**config.mk**
```make
export PLATFORM = sky130hd
export DESIGN_NAME = food_placer
export DESIGN_NICKNAME = d
export VERILOG_FILES = /design/src/rtl/food_placer.sv
export SDC_FILE = /design/constraint.sdc
export NUM_CORES = 1
export LEC_CHECK = 0
export ABC_AREA = 1
export BUFFER_PORTS_ARGS = -buffer_cell sky130_fd_sc_hd__buf_2
export CAP_MARGIN = 5
export CORE_MARGIN = 2
export CORE_UTILIZATION = 45
export DETAILED_ROUTE_END_ITERATION = 8
export PLACE_DENSITY_LB_ADDON = 0.05
export SLEW_MARGIN = 20
export SYNTH_ARGS = -nofsm -noshare
export SYNTH_HDL_FRONTEND = slang
export SYNTH_SLANG_ARGS = --single-unit
```
**constraint.sdc**
```tcl
create_clock -name VGA_clk -period 2.3 [get_ports VGA_clk]
set_input_delay 0.46 -clock VGA_clk [delete_from_list [all_inputs] [get_ports VGA_clk]]
set_output_delay 0.46 -clock VGA_clk [all_outputs]
set_load 0.005 [all_outputs]
```
**src/rtl/food_placer.sv**
```systemverilog
`default_nettype none
// ============================================================================
// Module   : food_placer
// Purpose  : Turns the free-running random X/Y stream into a free apple cell,
//            retrying random candidates, then scanning the grid row-major.
// Revision : 1.0 - initial release
// ============================================================================
module food_placer #(
    parameter int GRID_W    = 64,
    parameter int GRID_H    = 48,
    parameter int CELL      = 10,
    parameter int MAX_TRIES = 16
) (
    input  logic                      VGA_clk,
    input  logic                      reset,
    input  logic [9:0]                randX,
    input  logic [8:0]                randY,
    input  logic                      spawnReq,
    output logic                      chkValid,
    output logic [$clog2(GRID_W)-1:0] chkX,
    output logic [$clog2(GRID_H)-1:0] chkY,
    input  logic                      occupied,
    output logic [9:0]                appleX,
    output logic [8:0]                appleY,
    output logic                      appleValid,
    output logic                      spawnDone,
    output logic                      busy,
    output logic                      gridFull
);

    localparam int XB     = $clog2(GRID_W);
    localparam int YB     = $clog2(GRID_H);
    localparam int NCELLS = GRID_W * GRID_H;
    localparam int SB     = $clog2(NCELLS + 1);
    localparam int TB     = $clog2(MAX_TRIES + 1);

    localparam logic [XB-1:0] C_X_LAST   = XB'(GRID_W - 1);
    localparam logic [YB-1:0] C_Y_LAST   = YB'(GRID_H - 1);
    localparam logic [TB-1:0] C_TRIES    = TB'(MAX_TRIES);
    localparam logic [SB-1:0] C_SCAN_END = SB'(NCELLS);

    typedef enum logic [2:0] {
        S_IDLE   = 3'd0,
        S_SAMPLE = 3'd1,
        S_CHECK  = 3'd2,
        S_WAIT   = 3'd3,
        S_SCAN   = 3'd4,
        S_FULL   = 3'd5
    } state_t;

    state_t          state_q, state_d;
    logic [TB-1:0]   tries_q, tries_d;
    logic [SB-1:0]   scan_cnt_q, scan_cnt_d;
    logic            scan_mode_q, scan_mode_d;
    logic [XB-1:0]   cand_x_q, cand_x_d;
    logic [YB-1:0]   cand_y_q, cand_y_d;
    logic            chk_valid_q, chk_valid_d;
    logic [XB-1:0]   chk_x_q, chk_x_d;
    logic [YB-1:0]   chk_y_q, chk_y_d;
    logic [9:0]      apple_x_q, apple_x_d;
    logic [8:0]      apple_y_q, apple_y_d;
    logic            apple_valid_q, apple_valid_d;
    logic            spawn_done_q, spawn_done_d;
    logic            busy_q, busy_d;
    logic            grid_full_q, grid_full_d;

    logic [XB-1:0]   w_rx;
    logic [YB-1:0]   w_ry;
    logic            w_in_range;
    logic [TB-1:0]   w_tries_inc;
    logic [XB-1:0]   w_next_x;
    logic [YB-1:0]   w_next_y;
    logic            w_unused_rand;

    // Only the low bits of the random words select a cell.
    assign w_rx          = randX[XB-1:0];
    assign w_ry          = randY[YB-1:0];
    assign w_unused_rand = ^{randX, randY};
    assign w_in_range    = (32'(w_rx) < GRID_W) && (32'(w_ry) < GRID_H);
    assign w_tries_inc   = tries_q + TB'(1);

    always_comb begin
        w_next_x = cand_x_q + XB'(1);
        w_next_y = cand_y_q;
        if (cand_x_q == C_X_LAST) begin
            w_next_x = '0;
            w_next_y = (cand_y_q == C_Y_LAST) ? '0 : cand_y_q + YB'(1);
        end
    end

    always_comb begin
        state_d       = state_q;
        tries_d       = tries_q;
        scan_cnt_d    = scan_cnt_q;
        scan_mode_d   = scan_mode_q;
        cand_x_d      = cand_x_q;
        cand_y_d      = cand_y_q;
        chk_valid_d   = chk_valid_q;
        chk_x_d       = chk_x_q;
        chk_y_d       = chk_y_q;
        apple_x_d     = apple_x_q;
        apple_y_d     = apple_y_q;
        apple_valid_d = apple_valid_q;
        spawn_done_d  = 1'b0;
        busy_d        = busy_q;
        grid_full_d   = grid_full_q;

        case (state_q)
            S_IDLE, S_FULL: begin
                if (spawnReq) begin
                    apple_valid_d = 1'b0;
                    busy_d        = 1'b1;
                    grid_full_d   = 1'b0;
                    tries_d       = '0;
                    scan_mode_d   = 1'b0;
                    scan_cnt_d    = '0;
                    state_d       = S_SAMPLE;
                end
            end
            S_SAMPLE: begin
                cand_x_d = w_rx;
                cand_y_d = w_ry;
                if (!w_in_range) begin
                    tries_d = w_tries_inc;
                    if (w_tries_inc == C_TRIES) begin
                        cand_x_d = C_X_LAST;
                        cand_y_d = C_Y_LAST;
                        state_d  = S_SCAN;
                    end
                end else begin
                    chk_valid_d = 1'b1;
                    chk_x_d     = w_rx;
                    chk_y_d     = w_ry;
                    state_d     = S_CHECK;
                end
            end
            S_CHECK: begin
                chk_valid_d = 1'b0;
                state_d     = S_WAIT;
            end
            S_WAIT: begin
                if (!occupied) begin
                    apple_x_d     = 10'(32'(cand_x_q) * CELL);
                    apple_y_d     = 9'(32'(cand_y_q) * CELL);
                    apple_valid_d = 1'b1;
                    spawn_done_d  = 1'b1;
                    busy_d        = 1'b0;
                    state_d       = S_IDLE;
                end else if (scan_mode_q) begin
                    state_d = S_SCAN;
                end else begin
                    tries_d = w_tries_inc;
                    if (w_tries_inc == C_TRIES) begin
                        // Park on the last cell so the scan's first step lands on (0,0).
                        cand_x_d = C_X_LAST;
                        cand_y_d = C_Y_LAST;
                        state_d  = S_SCAN;
                    end else begin
                        state_d = S_SAMPLE;
                    end
                end
            end
            S_SCAN: begin
                scan_mode_d = 1'b1;
                if (scan_cnt_q == C_SCAN_END) begin
                    grid_full_d = 1'b1;
                    busy_d      = 1'b0;
                    state_d     = S_FULL;
                end else begin
                    cand_x_d    = w_next_x;
                    cand_y_d    = w_next_y;
                    chk_x_d     = w_next_x;
                    chk_y_d     = w_next_y;
                    scan_cnt_d  = scan_cnt_q + SB'(1);
                    chk_valid_d = 1'b1;
                    state_d     = S_CHECK;
                end
            end
            default: state_d = S_IDLE;
        endcase
    end

    always_ff @(posedge VGA_clk or posedge reset) begin
        if (reset) begin
            state_q       <= S_IDLE;
            tries_q       <= '0;
            scan_cnt_q    <= '0;
            scan_mode_q   <= 1'b0;
            cand_x_q      <= '0;
            cand_y_q      <= '0;
            chk_valid_q   <= 1'b0;
            chk_x_q       <= '0;
            chk_y_q       <= '0;
            apple_x_q     <= '0;
            apple_y_q     <= '0;
            apple_valid_q <= 1'b0;
            spawn_done_q  <= 1'b0;
            busy_q        <= 1'b0;
            grid_full_q   <= 1'b0;
        end else begin
            state_q       <= state_d;
            tries_q       <= tries_d;
            scan_cnt_q    <= scan_cnt_d;
            scan_mode_q   <= scan_mode_d;
            cand_x_q      <= cand_x_d;
            cand_y_q      <= cand_y_d;
            chk_valid_q   <= chk_valid_d;
            chk_x_q       <= chk_x_d;
            chk_y_q       <= chk_y_d;
            apple_x_q     <= apple_x_d;
            apple_y_q     <= apple_y_d;
            apple_valid_q <= apple_valid_d;
            spawn_done_q  <= spawn_done_d;
            busy_q        <= busy_d;
            grid_full_q   <= grid_full_d;
        end
    end

    assign chkValid   = chk_valid_q;
    assign chkX       = chk_x_q;
    assign chkY       = chk_y_q;
    assign appleX     = apple_x_q;
    assign appleY     = apple_y_q;
    assign appleValid = apple_valid_q;
    assign spawnDone  = spawn_done_q;
    assign busy       = busy_q;
    assign gridFull   = grid_full_q;

endmodule
`default_nettype wire

```
==> out/results.ini <==
[status]
status = finished, final reports clean

[yosys]
synth_edf_count = 0
netlist.area_leader.share = 0.4226
synth_cells = 520
async_reset_ff_frac = 1.000
synth_cell_type_count = 38
netlist_top_cells_count = nand2_1 (163), dfrtp_1 (67), nor2_1 (55), inv_1 (48), nand3_1 (40)
synthFlopType = dfrtp_1
synth_area_leader_cell = dfrtp_1
yosysSeqAreaShare = 0.4226
synthTopCellsByArea = dfrtp_1 (42%), nand2_1 (15%), ha_1 (6.6%), nor2_1 (5.2%), nand3_1 (5.0%)
synth_seq_cells = 67
synth.most_common_cell = nand2_1
postSynthAreaPerCell_um2 = 7.630
ys_warn_count = 0
synth_area_um2 = 3968

[route]
drc = 0
drtPass1Iterations = 4
vias_per_cell = 5.020
wirelength_um = 9031
drt_iter0_drc = 127
ant_nets = 0
wl_per_cell_um = 13.07
via_count = 3469

[timing]
clock.fmax_mhz = 509.6
report.final.slew_viol_count = 0
setup_viol = 0
fin_tns_setup_ns = 0
whs_ns = 0.1148
finalHoldViolCount = 0
finalCriticalPeriod_ns = 1.962
finalCritPeriodShare = 0.8532
skew_ns = 0.009753
rsz0062_at_grt = false

[floorplanning]
ios = 59
row_count = 34
start_util = 0.4594
dieArea_um2 = 9583
coreArea_um2 = 8636
die_w_um = 97.90
die_h_um = 97.90

[power_and_ir_drop]
p_comb_frac = 0.499
power_mw = 6.142
p_leak_nw = 2.421
pwr-share-seq = 0.330
switching_power_mw = 2.683
sw_frac_of_total = 0.4368
internal_power_mw = 3.459
p_per_area_nw_per_um2 = 1341
ir_drop_mv = 0.5104
p_clk_frac = 0.171

[critical_path]
endpoint_kind = flop
critPathLaunchType = flop
critPathKind = flop to flop
critPathMaxFanout = 6
required_ns = 2.56
cp-startpoint = cand_x_q[3]
cp_data_arrival_time_ns = 2.22
r2r-start = cand_x_q[3]

[grt]
overflow = 0
grt_pass1_vias = 3351
grt_antenna_before_repair = 0
grt_max_degree = 29
grtUsageTotal = 0.1990
grt_pass1_wl_um = 15540

[final_layout]
fin_cells = 691
final_util = 0.5301
syn2layout_area_growth_pct = 15.39
final_nets = 624
drive_gt1_frac = 0.1715
n_antenna_cell = 0

[cts]
htreeDepth = 3
cts_tree = built
post_cts_buffers = 0
insertion_delay_ns = 0.35
hold_buffers = 0
cts_buffer_depth = 2
clk_pin_slew_worst_paths_ns = 0.08
clkSinkCount = 67
cts-resized-gates = 0
numCtsBuffers = 9
cts-root-buf = clkbuf_8

[job]
maxCapViolations = 0

[placed_design]
placedCellCount = 675
dpl.hpwl_um = 6742
place_congestion = 0.8878
io_buffers = 49

[min_path]
hp-class = input pin to asynchronous set/reset pin

worst max-delay path, stage by stage, from the launching register on:
cell and delay (ns):
dfrtp_1 0.47, ha_1 0.31, ha_1 0.23, fa_1 0.41, a31oi_1 0.25, nand3_1 0.11
o211ai_1 0.10
per-stage QoR:
step,cell area (um^2),setup WS [ns]
global placement,4365,0.4207
floorplan,3971,0.1568
finish,4578,0.3377
detailed placement,4365,0.3669
CTS,4578,0.3305
global route,4578,0.2307
power by group through the flow:
| stage | logic [mW] | clock network (mW) | registers [mW] |
|---|---|---|---|
| after global placement | 3.02 | 0 | 2.03 |
| after CTS | 3.10 | 1.08 | 2.03 |
| after detailed placement | 3.08 | 0 | 2.04 |
| final | 3.06 | 1.05 | 2.03 |
| after floorplan | 2.22 | 0 | 2.00 |
| after global routing | 3.53 | 1.13 | 2.09 |
layout by cell type (no fill, tap or decap), types with 2 or more instances in the layout:
master	synthesis	final
nor3_1	3	3
o22ai_1	7	7
buf_2	8	49
a31oi_1	3	3
nand2_2	5	5
nand4_1	5	5
dfrtp_1	67	67
or2_2	2	2
nand2_1	163	163
buf_4	2	7
o21ai_0	25	25
nor2_2	3	3
nand3_1	40	40
nor2_4	4	4
clkbuf_8	0	12
xor2_1	11	11
o21ai_1	8	8
clkinv_2	0	2
inv_2	9	10
mux2i_1	2	2
nor2_1	55	55
xnor2_1	5	5
a21oi_1	8	8
fa_1	2	2
inv_1	48	47
ha_1	21	21
conb_1	1	2
registers in the layout, summed over array words and instances, names as in the netlist:
register / cells
state_q: 3
chkValid: 1
appleY: 8
spawnDone: 1
busy: 1
cand_y_q: 6
chkX: 6
scan_cnt_q: 12
chkY: 6
appleValid: 1
appleX: 9
gridFull: 1
scan_mode_q: 1
cand_x_q: 6
tries_q: 5
path summary, 6_finish.rpt:
| check | to | slack [ns] | cells after the start |
|---|---|---|---|
| worst min register to register | appleY[4] | 0.47 | 2 |
| max in group asynchronous | gridFull | 1.53 | 3 |
| worst max-delay path | appleX[8] | 0.34 | 6 |
| worst max register to register | appleX[8] | 0.34 | 6 |
| min in group VGA_clk | busy | 0.44 | 3 |
| worst min-delay path | appleY[8] | 0.11 | 2 |
metal layers:
metal  wire length, um  share of wire  track usage
met1              4529           0.50       0.2802
met5                 0              0            0
met2              4125           0.46       0.3140
met3               233          0.026      0.02577
met4               142          0.016      0.07692
kinds of logic (layout without fill, tap and decap cells):
family | count (synthesis) | count (layout) | share of synthesized area
AO/OA/AOI/OAI | 56 | 56 | 0.07695
adder cells (fa/ha/maj) | 23 | 23 | 0.07632
other | 1 | 2 | 0.0009452
XOR/XNOR | 16 | 16 | 0.03532
multiplexers | 2 | 2 | 0.005046
buffers and inverters | 68 | 130 | 0.06875
AND/OR/NAND/NOR | 287 | 287 | 0.3141
flip-flops | 67 | 67 | 0.4226
final cells by class:
type / instances / area (um^2)
clock inverter: 4 / 47.55
sequential: 67 / 1677
clock buffer: 12 / 165.2
tap: 108 / 135.1
inverter: 57 / 214.0
timing repair buffer: 57 / 317.8
multi-input combinational: 386 / 2022
fill: 875 / 4058
(Power assumes the default switching activity.)
